[src/rtl/bcd_borrow_pkg.sv]
// Shared types and helpers for the two-digit BCD countdown counter.
package bcd_borrow_pkg;

    typedef enum logic [1:0] {
        IDLE  = 2'd0,
        RUN   = 2'd1,
        PAUSE = 2'd2,
        DONE  = 2'd3
    } state_e;

    localparam logic [3:0] BCD_MAX = 4'd9;

    // Saturate a load value so an out-of-range digit can never enter the registers.
    function automatic logic [3:0] bcd_clamp(input logic [3:0] value, input logic [3:0] max_v);
        return (value > max_v) ? max_v : value;
    endfunction

endpackage

[src/rtl/tick_prescaler.sv]
// Free-running divider that strobes tick on the last count of each TICK_DIV window.
module tick_prescaler #(
    parameter int unsigned TICK_DIV = 50_000_000
) (
    input  logic clk,
    input  logic rst,
    input  logic en,
    input  logic clr,
    output logic tick
);

    localparam int unsigned CntW = (TICK_DIV > 1) ? $clog2(TICK_DIV) : 1;
    localparam logic [CntW-1:0] CntLast = CntW'(TICK_DIV - 1);

    logic [CntW-1:0] count_q;
    logic            at_last;

    assign at_last = (count_q == CntLast);
    assign tick    = en && at_last;

    // Count only advances while enabled, so a paused window resumes where it left off.
    always_ff @(posedge clk) begin
        if (rst || clr) begin
            count_q <= '0;
        end else if (en) begin
            count_q <= at_last ? '0 : count_q + CntW'(1);
        end
    end

endmodule

[src/rtl/bcd_borrow_counter.sv]
// Two-digit BCD down-counter with run/pause control, optional wrap and a borrow pulse
// so a second instance can be chained through its ext_tick input.
module bcd_borrow_counter
    import bcd_borrow_pkg::*;
#(
    parameter int unsigned TICK_DIV = 50_000_000,
    parameter int unsigned TENS_MAX = 5,
    parameter bit          WRAP     = 1'b1,
    parameter bit          EXT_TICK = 1'b0
) (
    input  logic       clk,
    input  logic       rst,
    input  logic       start,
    input  logic       pause,
    input  logic       load,
    input  logic [3:0] ld_ones,
    input  logic [3:0] ld_tens,
    input  logic       ext_tick,
    output logic [3:0] ones,
    output logic [3:0] tens,
    output logic       borrow,
    output logic       zero,
    output logic       busy
);

    localparam logic [3:0] TensMax = 4'(TENS_MAX);

    state_e     state_q, state_d;
    logic [3:0] ones_d, tens_d;
    logic       borrow_d;
    logic       presc_en, presc_clr, presc_tick, tick;

    // Higher-priority pause/load suppress the prescaler step so a coincident tick is held.
    assign presc_en  = (EXT_TICK == 1'b0) && (state_q == RUN) && !load && !pause;
    assign presc_clr = load || (state_q == IDLE) || (state_q == DONE);

    tick_prescaler #(
        .TICK_DIV(TICK_DIV)
    ) u_prescaler (
        .clk (clk),
        .rst (rst),
        .en  (presc_en),
        .clr (presc_clr),
        .tick(presc_tick)
    );

    assign tick = (EXT_TICK != 1'b0) ? ext_tick : presc_tick;

    always_comb begin
        state_d  = state_q;
        ones_d   = ones;
        tens_d   = tens;
        borrow_d = 1'b0;

        if (load) begin
            ones_d  = bcd_clamp(ld_ones, BCD_MAX);
            tens_d  = bcd_clamp(ld_tens, TensMax);
            state_d = IDLE;
        end else begin
            unique case (state_q)
                IDLE, PAUSE: begin
                    if (start) begin
                        state_d = (!WRAP && zero) ? DONE : RUN;
                    end
                end
                RUN: begin
                    if (pause) begin
                        state_d = PAUSE;
                    end else if (tick) begin
                        // Reaching 00 keeps running; the wrap/stop choice waits for the next tick.
                        if (ones != 4'd0) begin
                            ones_d = ones - 4'd1;
                        end else if (tens != 4'd0) begin
                            ones_d = BCD_MAX;
                            tens_d = tens - 4'd1;
                        end else if (WRAP) begin
                            ones_d   = BCD_MAX;
                            tens_d   = TensMax;
                            borrow_d = 1'b1;
                        end else begin
                            state_d = DONE;
                        end
                    end
                end
                DONE: begin
                    state_d = DONE;
                end
            endcase
        end
    end

    always_ff @(posedge clk) begin
        if (rst) begin
            state_q <= IDLE;
            ones    <= 4'd0;
            tens    <= 4'd0;
            borrow  <= 1'b0;
            zero    <= 1'b1;
            busy    <= 1'b0;
        end else begin
            state_q <= state_d;
            ones    <= ones_d;
            tens    <= tens_d;
            borrow  <= borrow_d;
            zero    <= (ones_d == 4'd0) && (tens_d == 4'd0);
            busy    <= (state_d == RUN);
        end
    end

endmodule

[config.mk]
export PLATFORM = sky130hd
export DESIGN_NAME = bcd_borrow_counter
export DESIGN_NICKNAME = d
export VERILOG_FILES = /design/src/rtl/bcd_borrow_pkg.sv /design/src/rtl/tick_prescaler.sv /design/src/rtl/bcd_borrow_counter.sv
export SDC_FILE = /design/constraint.sdc
export NUM_CORES = 1
export LEC_CHECK = 0
export ABC_CLOCK_PERIOD_IN_PS = 4910
export CAP_MARGIN = 15
export CORE_MARGIN = 2
export CORE_UTILIZATION = 50
export CTS_BUF_LIST = sky130_fd_sc_hd__clkbuf_8
export CTS_CLUSTER_DIAMETER = 30
export DETAILED_ROUTE_END_ITERATION = 8
export PLACE_DENSITY = 0.74
export SLEW_MARGIN = 20
export SYNTH_ARGS = -nofsm -noshare
export SYNTH_HDL_FRONTEND = slang
export SYNTH_SLANG_ARGS = --single-unit
[constraint.sdc]
create_clock -name clk -period 4.91 [get_ports clk]
set_input_delay 0.982 -clock clk [delete_from_list [all_inputs] [get_ports clk]]
set_output_delay 0.982 -clock clk [all_outputs]
set_load 0.03 [all_outputs]
After elaboration in Yosys (flattened, before gate mapping)
Index checks and enable logic that the tools add are counted.

Register bits: 39. Input port bits: 14. Output and inout bits: 11. Word-level logic and storage cells: 54.

Add/sub/neg operators: 3. Order comparisons: 2. Equal/unequal tests: 5. Multiplexer cells: 19. Bitwise gates (word level): 2. Reductions and logical operators: 16.

Operators with widths (number): 4-bit two-way mux (13); 26-bit by 1-bit adder with 26-bit output, second input constant (1); 26-bit == test, second input constant (1); 26-bit two-way mux (1); 4-bit logical NOT (2); 4-bit nonzero test (2); 4-bit by 1-bit subtractor with 4-bit output, second input constant (2); 2-bit two-way mux (3); 2-bit case mux with 3 select lines (1); 6-bit OR reduction (1); 2-bit by 1-bit == test with 1-bit output, second input constant (2); 2-bit == test, second input constant (2); 4-bit by 3-bit greater-than comparator with 1-bit output, second input constant (1); 4-bit greater-than comparator, second input constant (1); 1-bit logical AND (4); 1-bit logical OR (3); 1-bit logical NOT (2); 2-bit logical NOT (1); 1-bit NOT (2); 2-bit OR reduction (1); 1-bit two-way mux (1).

Longest topological paths before layout
Word-level depth: 10. Depth in mapped cells: 8. Gate-level depth less buffers: 7.

Cells and area by module
Synthesis repeated with hierarchy kept, for this count alone.

Cells, all modules: 244. Area, all modules: 2062.0 sq um.

Modules (own cells, without submodules): tick_prescaler (times used 1, cells an instance 161, area an instance 1338.8 sq um, sequential area each 520.5 sq um); bcd_borrow_counter (times used 1, cells an instance 83, area an instance 723.2 sq um, sequential area each 260.2 sq um).

Worst setup path before layout
No wires, ideal clock.

Kind: input -> register. Start: input port load. End: register zero. Setup time: 116 ps. Arrival: 3115 ps. Data required time: 4794 ps. Slack: 1679 ps. Stages: 6. Path buffers: 0. Cell sequence: nor4b_1 -> nand4_1 -> or4_4 -> or4_1 -> a31o_1 -> a41o_1.

Longest elaborated chain between the ends: 10. Elaborated cells between the ends (all ways): 15.

RTL lines: start, declared (line bcd_borrow_counter.sv:15) `input logic load,`; 1-bit logical NOT (line bcd_borrow_counter.sv:34) `assign presc_en = (EXT_TICK == 1'b0) && (state_q == RUN) && !load && !pause;`; 1-bit logical AND (2 in series) (line bcd_borrow_counter.sv:34); 1-bit logical AND (line tick_prescaler.sv:19) `assign tick = en && at_last;`; 4-bit two-way mux (line bcd_borrow_counter.sv:69) `end else if (tick) begin`; 4-bit two-way mux (line bcd_borrow_counter.sv:67) `if (pause) begin`; 4-bit two-way mux (line bcd_borrow_counter.sv:60) `unique case (state_q)`; 4-bit two-way mux (line bcd_borrow_counter.sv:55) `if (load) begin`; 4-bit logical NOT (line bcd_borrow_counter.sv:105) `zero <= (ones_d == 4'd0) && (tens_d == 4'd0);`; 1-bit logical AND * (line bcd_borrow_counter.sv:105); end signal, assigned (line bcd_borrow_counter.sv:105); end, declared (line bcd_borrow_counter.sv:22) `output logic zero,`.

Every way passes the cells marked *; elsewhere a longest branch is shown, timed or not. A chain may end at the register's enable or synchronous reset.

Worst setup path in the final report
Ends and elaborated chain as after synthesis.

==> reports/metrics.yaml <==
status: "finished clean"
start_util: 0.517
r2r_start: "u_prescaler.count_q[13]$_SDFFE_PP0N_"
clkLatencyLatePin_ps: 290
place_congestion: 0.914
tns_ps: 0
clkTransAtPathRegs_ps: 70
cp_cell_sequence: "clkdlybuf4s50_1 -> nor4b_2 -> buf_4 -> nand4_1 -> or4_4 -> or4_1 -> a31o_1 -> a41o_1"
ys_ff_latch: 39
synth.distinct_cells: 43
period_needed_ps: 3960
wire_per_inst_um: 12.4
netlist_area_um2: 1880
hp-start: "tens[2]$_SDFF_PP0_"
cts_root_buffer: "clkbuf_8"
rrSetupSlack_ps: 1800
portBuffers: 23
drt_iter0_markers: 115
finalCritPeriodShare: 0.806
antenna_cells: 0
die-width_um: 65.3
synth_edf_count: 0
grt_pass1_vias: 1460
drv_slew: 0
first_pass_iters: 4
hold_viol_final: 0
async_reset_ff_frac: 0
path_class: "primary input to register"
postRouteAntennaNets: 0
rsz0062_at_grt: "false"
cellLeakagePower_nw: 0.731
cts_tree: "built"
grt_use_total: 0.194
slew-limit-headroom: 0.664
crit_fanout: 12
path_buf_inv: 2
endpoint_kind: "register"
fin_nets: 265
synthTopCellsByArea: "dfxtp_1 42%, nor2_1 8.8%, xnor2_1 6.1%"
synthCells: 226
ys.flop_type: "dfxtp_1"
vias: 1638
power.density_nw_per_um2: 303
design_area_um2: 2290
htreeDepth: 2
ir_drop_mv: 0.167
min_path_type: "register to register"
yosys_warnings: 0
place_area_um2: 2150
startpoint_type: "primary input"
cts_setup_buffers: 0
synth_top_area_frac: 0.416
die-area_um2: 4260
finalPower_mw: 0.694
ios: 25
path_delay_family: "simple AND/OR/NAND/NOR gates"
num_rows: 22
holdWs_ps: 486
required_ps: 5090
max_stage_delay_ps: 640
max_freq_mhz: 253
reg2reg_depth: 6
clock_sinks: 39
ys_seq_area_frac: 0.416
coreArea_um2: 3630
ctsResizeCount: 0
grt-ovfl-total: 0
die_y_um: 65.3
fin_util: 0.629
hold_depth: 1
tightest_slew_ps: 500
syn_nets: 241
cts_buffers: 5
vias_per_cell: 5.48
drive_above_1_share: 0.0598
dpl.hpwl_mm: 2.59
area_growth_syn_to_layout_pct: 21.8
syn_area_per_cell_um2: 8.31
grt_max_degree: 25
hold_buffers: 0
critPathLaunch: "load"
min_to: "borrow$_SDFF_PP0_"
worstReg2RegEnd: "zero$_SDFF_PP1_"
wl_mm: 3.70
grt_first_pass_wirelength_mm: 6.39
yosys.area.top_type: "dfxtp_1"
cap_violations: 0
fill_cells: 334
clk_path_buf_depth: 2
setup_violations: 0
drc: 0
fin_skew_ps: 7.81
arrival_ps: 4140
antenna_found_initial: 0
crit_slowest_cell: "or4_4"
==> power breakdown <==
group | switching, mW | internal, mW
combinational | 0.0286 | 0.0262
clock | 0.112 | 0.201
sequential | 0.00493 | 0.321
total | 0.146 | 0.548
==> per-layer routing <==
| layer | vias to the layer above | wire, um | global-route usage |
|---|---|---|---|
| met3 | 10 | 206 | 0.0634 |
| li1 | 837 | - | - |
| met5 | - | 0 | 0 |
| met2 | 42 | 1570 | 0.296 |
| met1 | 749 | 1860 | 0.252 |
| met4 | 0 | 65 | 0.0833 |
==> cells in the final DEF, fill, tap and decap left out, types with 7 or more instances in the layout <==
master,count
inv_1,7
clkdlybuf4s50_1,23
nand2_1,20
nor3_1,7
o21ai_0,7
nand3_1,7
dfxtp_1,39
xnor2_1,13
nor2_1,44
xor2_1,12
==> logic make-up after synthesis <==
group                    synth area share
multiplexers                       0.0213
buffers and inverters              0.0266
adder cells (fa/ha/maj)           0.00666
AO/OA/AOI/OAI                      0.0913
flip-flops                          0.416
AND/OR/NAND/NOR                     0.322
XOR/XNOR                            0.117
==> worst max-delay path by stage <==
stage | endpoint | slack (ps) | cells after the start
finish | zero$_SDFF_PP1_ | 950 | 8
global route | zero$_SDFF_PP1_ | 770 | 8
CTS | zero$_SDFF_PP1_ | 950 | 8
detailed placement | zero$_SDFF_PP1_ | 690 | 8
global placement | zero$_SDFF_PP1_ | 690 | 8
floorplan | zero$_SDFF_PP1_ | 1680 | 6
==> synthesized netlist by cell type (4+ instances only) <==
cell type / count
nor2_1: 44
dfxtp_1: 39
nand2_1: 20
xnor2_1: 13
xor2_1: 12
nand3_1: 7
nor3_1: 7
o21ai_0: 7
clkbuf_1: 6
inv_1: 6
nand4_1: 5
a21oi_1: 4
and2_1: 4
mux2i_1: 4
or3_1: 4
==> flip-flops by register name, indices dropped and copies added, names as in the netlist <==
signal               flops
u_prescaler.count_q     26
ones                     4
tens                     4
state_q                  2
borrow                   1
busy                     1
zero                     1
==> stage by stage <==
stage | worst slack [ps] | instances
floorplan | 1680 | 226
global placement | 691 | 291
detailed placement | 686 | 291
CTS | 950 | 299
global route | 771 | 299
finish | 950 | 299
==> area by class of cell <==
class                      count  area, um2  area share
multi-input combinational    174       1050       0.461
timing repair buffer          24        238       0.104
tap                           48       60.1      0.0263
sequential                    39        781       0.341
inverter                       6       22.5     0.00985
clock inverter                 3       63.8      0.0279
clock buffer                   5       68.8      0.0301
Note: power is estimated with default switching activity, not from simulation.
